**src/rtl/ysyx_25020042_pkg.sv**
```systemverilog
// Shared definitions for the ysyx_25020042 fetch path: FSM encoding and fixed constants.
package ysyx_25020042_pkg;

  typedef enum logic [1:0] {
    IFU_IDLE = 2'd0,
    IFU_REQ  = 2'd1,
    IFU_RESP = 2'd2
  } ifu_state_e;

  localparam logic [31:0] NOP_INST = 32'h0000_0013;
  localparam logic [31:0] RESET_PC = 32'h8000_0000;

endpackage

```
**src/rtl/ysyx_25020042_ifu.sv**
```systemverilog
// Instruction fetch unit: one IDLE -> REQ -> RESP pass per instruction.
// Optional build macro YSYX_25020042_IFU_ALIGN_CHK_EN: a misaligned pc is faulted
// in REQ without issuing a memory request.
//
// state    | meaning
// IFU_IDLE | gap cycle so the next fetch sees the pc advanced by pc_update
// IFU_REQ  | memory read outstanding at pc, waiting for mem_ack
// IFU_RESP | instruction held for decode until inst_ready
module ysyx_25020042_ifu
  import ysyx_25020042_pkg::*;
#(
  parameter int PC_LEN    = 32,
  parameter int INS_BYTES = 4
) (
  input  logic                   clk,
  input  logic                   rst,
  input  logic [PC_LEN-1:0]      pc,
  output logic                   pc_update,
  output logic                   mem_req,
  output logic [PC_LEN-1:0]      mem_addr,
  input  logic                   mem_ack,
  input  logic [8*INS_BYTES-1:0] mem_rdata,
  input  logic                   mem_err,
  output logic                   inst_valid,
  input  logic                   inst_ready,
  output logic [8*INS_BYTES-1:0] inst,
  output logic [PC_LEN-1:0]      inst_pc,
  output logic                   fault
);

  localparam int INST_W = 8 * INS_BYTES;
  localparam logic [INST_W-1:0] NOP_W = INST_W'(NOP_INST);

  ifu_state_e          state_q, state_d;
  logic [INST_W-1:0]   inst_q, inst_d;
  logic [PC_LEN-1:0]   inst_pc_q, inst_pc_d;
  logic                fault_q, fault_d;

  // Next-state, captured-instruction and handshake logic.
  always_comb begin
    state_d    = state_q;
    inst_d     = inst_q;
    inst_pc_d  = inst_pc_q;
    fault_d    = fault_q;
    mem_req    = 1'b0;
    inst_valid = 1'b0;
    pc_update  = 1'b0;
    case (state_q)
      IFU_IDLE: begin
        state_d = IFU_REQ;
      end
      IFU_REQ: begin
`ifdef YSYX_25020042_IFU_ALIGN_CHK_EN
        if (pc[1:0] != 2'b00) begin
          state_d   = IFU_RESP;
          inst_d    = NOP_W;
          inst_pc_d = pc;
          fault_d   = 1'b1;
        end else begin
          mem_req = 1'b1;
          if (mem_ack) begin
            state_d   = IFU_RESP;
            inst_d    = mem_err ? NOP_W : mem_rdata;
            inst_pc_d = pc;
            fault_d   = mem_err;
          end
        end
`else
        mem_req = 1'b1;
        if (mem_ack) begin
          state_d   = IFU_RESP;
          inst_d    = mem_err ? NOP_W : mem_rdata;
          inst_pc_d = pc;
          fault_d   = mem_err;
        end
`endif
      end
      IFU_RESP: begin
        inst_valid = 1'b1;
        if (inst_ready) begin
          pc_update = 1'b1;
          state_d   = IFU_IDLE;
        end
      end
      default: begin
        state_d = IFU_IDLE;
      end
    endcase
  end

  // State register.
  always_ff @(posedge clk or posedge rst) begin
    if (rst) begin
      state_q <= IFU_IDLE;
    end else begin
      state_q <= state_d;
    end
  end

  // Captured instruction, its address and fault flag.
  always_ff @(posedge clk or posedge rst) begin
    if (rst) begin
      inst_q    <= '0;
      inst_pc_q <= '0;
      fault_q   <= 1'b0;
    end else begin
      inst_q    <= inst_d;
      inst_pc_q <= inst_pc_d;
      fault_q   <= fault_d;
    end
  end

  assign mem_addr = pc;
  assign inst     = inst_q;
  assign inst_pc  = inst_pc_q;
  assign fault    = fault_q;

endmodule

```
**config.mk**
```make
export PLATFORM = sky130hd
export DESIGN_NAME = ysyx_25020042_ifu
export DESIGN_NICKNAME = d
export VERILOG_FILES = /design/src/rtl/ysyx_25020042_pkg.sv /design/src/rtl/ysyx_25020042_ifu.sv
export SDC_FILE = /design/constraint.sdc
export NUM_CORES = 1
export LEC_CHECK = 0
export BUFFER_PORTS_ARGS = -buffer_cell sky130_fd_sc_hd__buf_4
export CORE_AREA = 2 2 87 89
export CTS_CLUSTER_SIZE = 30
export DETAILED_ROUTE_END_ITERATION = 10
export DIE_AREA = 0 0 89 91
export PLACE_DENSITY = 0.88
export SYNTH_ARGS = -nofsm -noshare
export SYNTH_HDL_FRONTEND = slang
export SYNTH_SLANG_ARGS = --single-unit
```
**constraint.sdc**
```tcl
create_clock -name clk -period 2.2 [get_ports clk]
set_clock_uncertainty 0.1 [all_clocks]
set_input_delay 0.11 -clock clk [delete_from_list [all_inputs] [get_ports clk]]
set_output_delay 0.11 -clock clk [all_outputs]
set_load 0.05 [all_outputs]
```
# --- Word-level counts from Yosys, hierarchy flattened ---
# Index checks and enable logic that the tools add are counted.
classes:
  mux: 8
  reduce_logical: 3
  eq_ne: 4
op_table:
  columns: ["operator", "n"]
  rows:
  - ["32-bit 2-to-1 mux", 1]
  - ["2-bit one-hot mux with 3 select lines", 1]
  - ["1-bit 2-to-1 mux", 4]
  - ["2-bit 2-to-1 mux", 2]
  - ["2-bit inequality test (second input constant)", 2]
  - ["2-bit AND reduction", 2]
  - ["2-bit by 1-bit equality test with 1-bit output (second input constant)", 1]
  - ["2-bit equality test (second input constant)", 1]
  - ["2-bit logical NOT", 1]
word_totals:
  wordCells: 19
  out_inout_bits: 100
  reg_bits: 67

# --- Depth between registers and ports, before layout ---
depth:
  depth_word: 3
  depth_mapped: 4
  depth_no_buf: 3

# --- Worst setup path after synthesis ---
# Ideal clock, no wire load.
synth_timing:
  path_kind: "register -> output"
  start: "register state_q[0]"
  end: "output pc_update"
  arrival_ps: 1379
  setup_slack_ps: 611
  stages_incl_launch_ff: 4
  path_buffers: 0
  t_required_ps: 1990
  cell_sequence: "dfrtp_1 -> nand2b_1 -> inv_1 -> and2_1"
synth_between:
  elab_chain_len: 2
synth_lines:
  columns: ["element", "line", "rtl"]
  rows:
  - ["start: declaration", "ysyx_25020042_ifu.sv:34", "ifu_state_e state_q, state_d;"]
  - ["start signal: assignment", "ysyx_25020042_ifu.sv:96", "state_q <= state_d;"]
  - ["2-bit equality test", "ysyx_25020042_ifu.sv:48", "case (state_q)"]
  - ["1-bit 2-to-1 mux", "ysyx_25020042_ifu.sv:48", null]
  - ["end: declaration", "ysyx_25020042_ifu.sv:18", "output logic pc_update,"]
# No other way between the ends.

# --- Worst setup path after layout ---
layout_timing:
  start: "input mem_ack"
  end: "register inst_pc_q[13] (netlist: inst_pc[13])"
layout_between:
  elab_chain_len: 1
layout_lines:
  columns: ["element", "line", "rtl"]
  rows:
  - ["start: declaration", "ysyx_25020042_ifu.sv:21", "input logic mem_ack,"]
  - ["2-bit AND reduction (no line)", null, null]
  - ["end signal: assignment", "ysyx_25020042_ifu.sv:108", "inst_pc_q <= inst_pc_d;"]
  - ["end: declaration", "ysyx_25020042_ifu.sv:36", "logic [PC_LEN-1:0] inst_pc_q, inst_pc_d;"]
# No other way between the ends.
# A chain may end at the register's enable or synchronous reset.

==> results by group <==
Outcome
  • Status: finished, final reports clean

Global route
  • Vias in the first global route: 2481
  • Total grt overflow: 0
  • GRT Total Usage: 18.9%
  • Global-route wire length before repair: 11900 um
  • Initial antenna violation count: 0
  • Largest net degree at the start of global routing: 67

STA
  • Setup violators final: 0
  • Setup TNS: 0 ns
  • Peak Freq: 637 MHz
  • RSZ-0062 raised after global routing: false
  • Relative slew slack: 59.2%
  • Worst Slack Setup Final: 0.630 ns
  • Slew @ Worst Pin: 0.611 ns
  • Final number of hold-violating endpoints: 0
  • Fin crit share: 71.4%
  • Max Slew Vio Count: 0
  • Min cycle time layout: 1.57 ns

Setup path
  • Element type at the critical path end: flip-flop
  • Worst Path Max Fanout: 66
  • Reg2Reg Depth: 3
  • Worst Setup SP: mem_ack
  • Crit path max-delay family: buffers and inverters
  • Critical Path Source Type: input port
  • R2r startpoint: state_q[1]
  • Crit path capture: inst_pc[13]
  • Required @ worst endpoint: 2.31 ns
  • Reg-to-reg critical path endpoint: inst_pc[13]
  • WS Path Type: input port to flip-flop
  • R2R Setup Slk: 0.64 ns
  • CP peak stage delay: 0.53 ns
  • CP cell instances: dlygate4sd3_1 > buf_4 > nand3b_4 > buf_12 > mux2_2
  • WP depth: 5
  • Crit path DAT: 1.68 ns
  • CP max stage cell: dlygate4sd3_1
  • Buf/Inv on CP: 3

Detailed routing
  • Via density: 4.51
  • DRT Pass-1 Iters: 2
  • Residual DRC: 0
  • Initial DRC count: 27
  • Total wire length: 7560 um
  • ANT nets after route: 0
  • Via count: 2249
  • Drt wl/cell: 15.1 um

Die
  • Die height: 91 um
  • Die ar.: 8100 um2
  • Core Area: 7140 um2
  • IO Pins: 169
  • Row count: 31
  • Horiz. Die Dim: 89 um
  • Initial core utilization: 43.9%

Clock network
  • # clock sinks: 67
  • CTS max path bufs: 2
  • Worst skew pair latency: 0.32 ns
  • Num CTS Buffers: 9
  • CTS tree: yes
  • PostCTS Resize Cnt: 0
  • H-tree levels: 3
  • Worst-path clk slew: 0.07 ns
  • Root buffer cell: clkbuf_8

Power
  • Leak: 2.54 nW
  • Total Power: 8.00 mW
  • PD cells: 1670 nW/um2
  • VDD IR-drop max: 833 uV

Yosys
  • Commonest cells post-synth: dfrtp_1, mux2_4, buf_4
  • Mapped Area: 3130 um2
  • Top cells by area, synth: dfrtp_1, mux2_4, mux2_2
  • Number of distinct library cells after synthesis: 17
  • Most frequent cell after synthesis: dfrtp_1
  • #FFs+latches synth: 67
  • Area leader, netlist: dfrtp_1
  • Top-area cell type share of the netlist area: 53.5%
  • Synth Flop Type: dfrtp_1
  • Synth Warn #: 0
  • Syn_nets: 286
  • Post-synth EDFFs: 0
  • Syn avg cell area: 14.4 um2
  • Seq/Total Area, Yosys: 53.5%
  • Gate count of the mapped netlist: 217
  • Ys async rst share: 100%

Layout
  • Post-Layout Cell Count: 499
  • Inserted Diodes: 0
  • Share of cells above drive strength 1: 62.0%
  • Number of nets in the layout: 464
  • Area Growth Syn to Fin: 52.8%

Placed design
  • Gpl congestion: 0.714
  • DP Cell Count: 445
  • Detail Placement HPWL: 4860 um
  • Port bufs: 168
  • Pre-CTS setup slack: 0.664 ns

Hold path
  • Worst hold path class: input port to flip-flop

Run
  • Max_cap viols: 0
## how the worst min path moves through the flow
stage                       start         end  slack, ns  depth (start not counted)
global placement              rst  inst_pc[1]       0.11                          2
floorplan                 mem_ack  state_q[0]       0.10                          1
detailed placement            rst  inst_pc[1]       0.12                          2
CTS                 mem_rdata[17]    inst[17]      0.007                          3
finish              mem_rdata[11]    inst[11]       0.02                          3
global route        mem_rdata[11]    inst[11]      0.008                          3
## through the flow
step	area [um2]	hold WS, ns	utilization [%]
final	4790	0.0248	67.1
after global routing	4790	0.00828	67.1
after floorplan	3130	0.101	-
after detailed placement	4240	0.124	59.4
after CTS	4790	0.00711	67.1
after global placement	4240	0.114	59.4
## tightest hold or removal path, delay by kind of cell
| kind | cells | cell delay, ns |
|---|---|---|
| buffers and inverters | 1 | 0.07 |
| and+or+nand+nor | 1 | 0.11 |
| muxes | 1 | 0.13 |
## sequential cells by signal, indices dropped and copies added, names as in the netlist
name / count
state_q: 2
inst: 32
fault: 1
inst_pc: 32
## placed cells by master (no fill, tap or decap)
cell type / count
dfrtp_1: 67
clkbuf_8: 11
nand3b_4: 1
mux2_2: 26
a21oi_1: 1
and2b_1: 13
o21ai_0: 1
mux2i_1: 3
clkbuf_1: 3
mux2_4: 36
nor2_1: 3
inv_1: 4
clkinv_2: 2
nor2b_1: 17
buf_4: 170
dlygate4sd3_1: 38
nand2b_1: 1
buf_12: 1
inv_2: 1
and2_1: 1
## power breakdown
part / internal, mW / switching (mW) / leakage [nW]
sequential: 1.85 / 0.375 / 0.815
combinational: 1.80 / 3.07 / 1.63
clock: 0.469 / 0.433 / 0.0905
total: 4.12 / 3.88 / 2.54
## logic make-up (layout without fill, tap and decap cells)
| kind of cell | count (synthesis) | count (layout) | synth area share [%] |
|---|---|---|---|
| buffers and inverters | 47 | 230 | 10.7 |
| AO/OA/AOI/OAI | 2 | 2 | 0.319 |
| multiplexers | 65 | 65 | 27.5 |
| flip-flops | 67 | 67 | 53.5 |
| AND/OR/NAND/NOR | 36 | 36 | 7.90 |
## repair_timing
action                                 in CTS  in global routing
hold buffers                               38                  0
buffers inserted                            0                  0
endpoints found under the hold margin      63                  0
## layout make-up
| cell class | instances | area [um2] |
|---|---|---|
| Fill cell | 545 | 2350 |
| Timing Repair Buffer | 209 | 1680 |
| Inverter | 5 | 18.8 |
| Multi-Input combinational cell | 103 | 1120 |
| Clock inverter | 2 | 10.0 |
| Tap cell | 99 | 124 |
| Sequential cell | 67 | 1680 |
| Clock buffer | 14 | 163 |
## layer usage
layer	part of all wire (%)	GRT usage (%)	vias to the layer above
met5	0	0	-
met4	2.4	7.46	0
met3	6.8	4.91	16
met2	52	33.9	110
met1	39	20.8	1085
li1	-	-	1038
(Power assumes the default switching activity.)
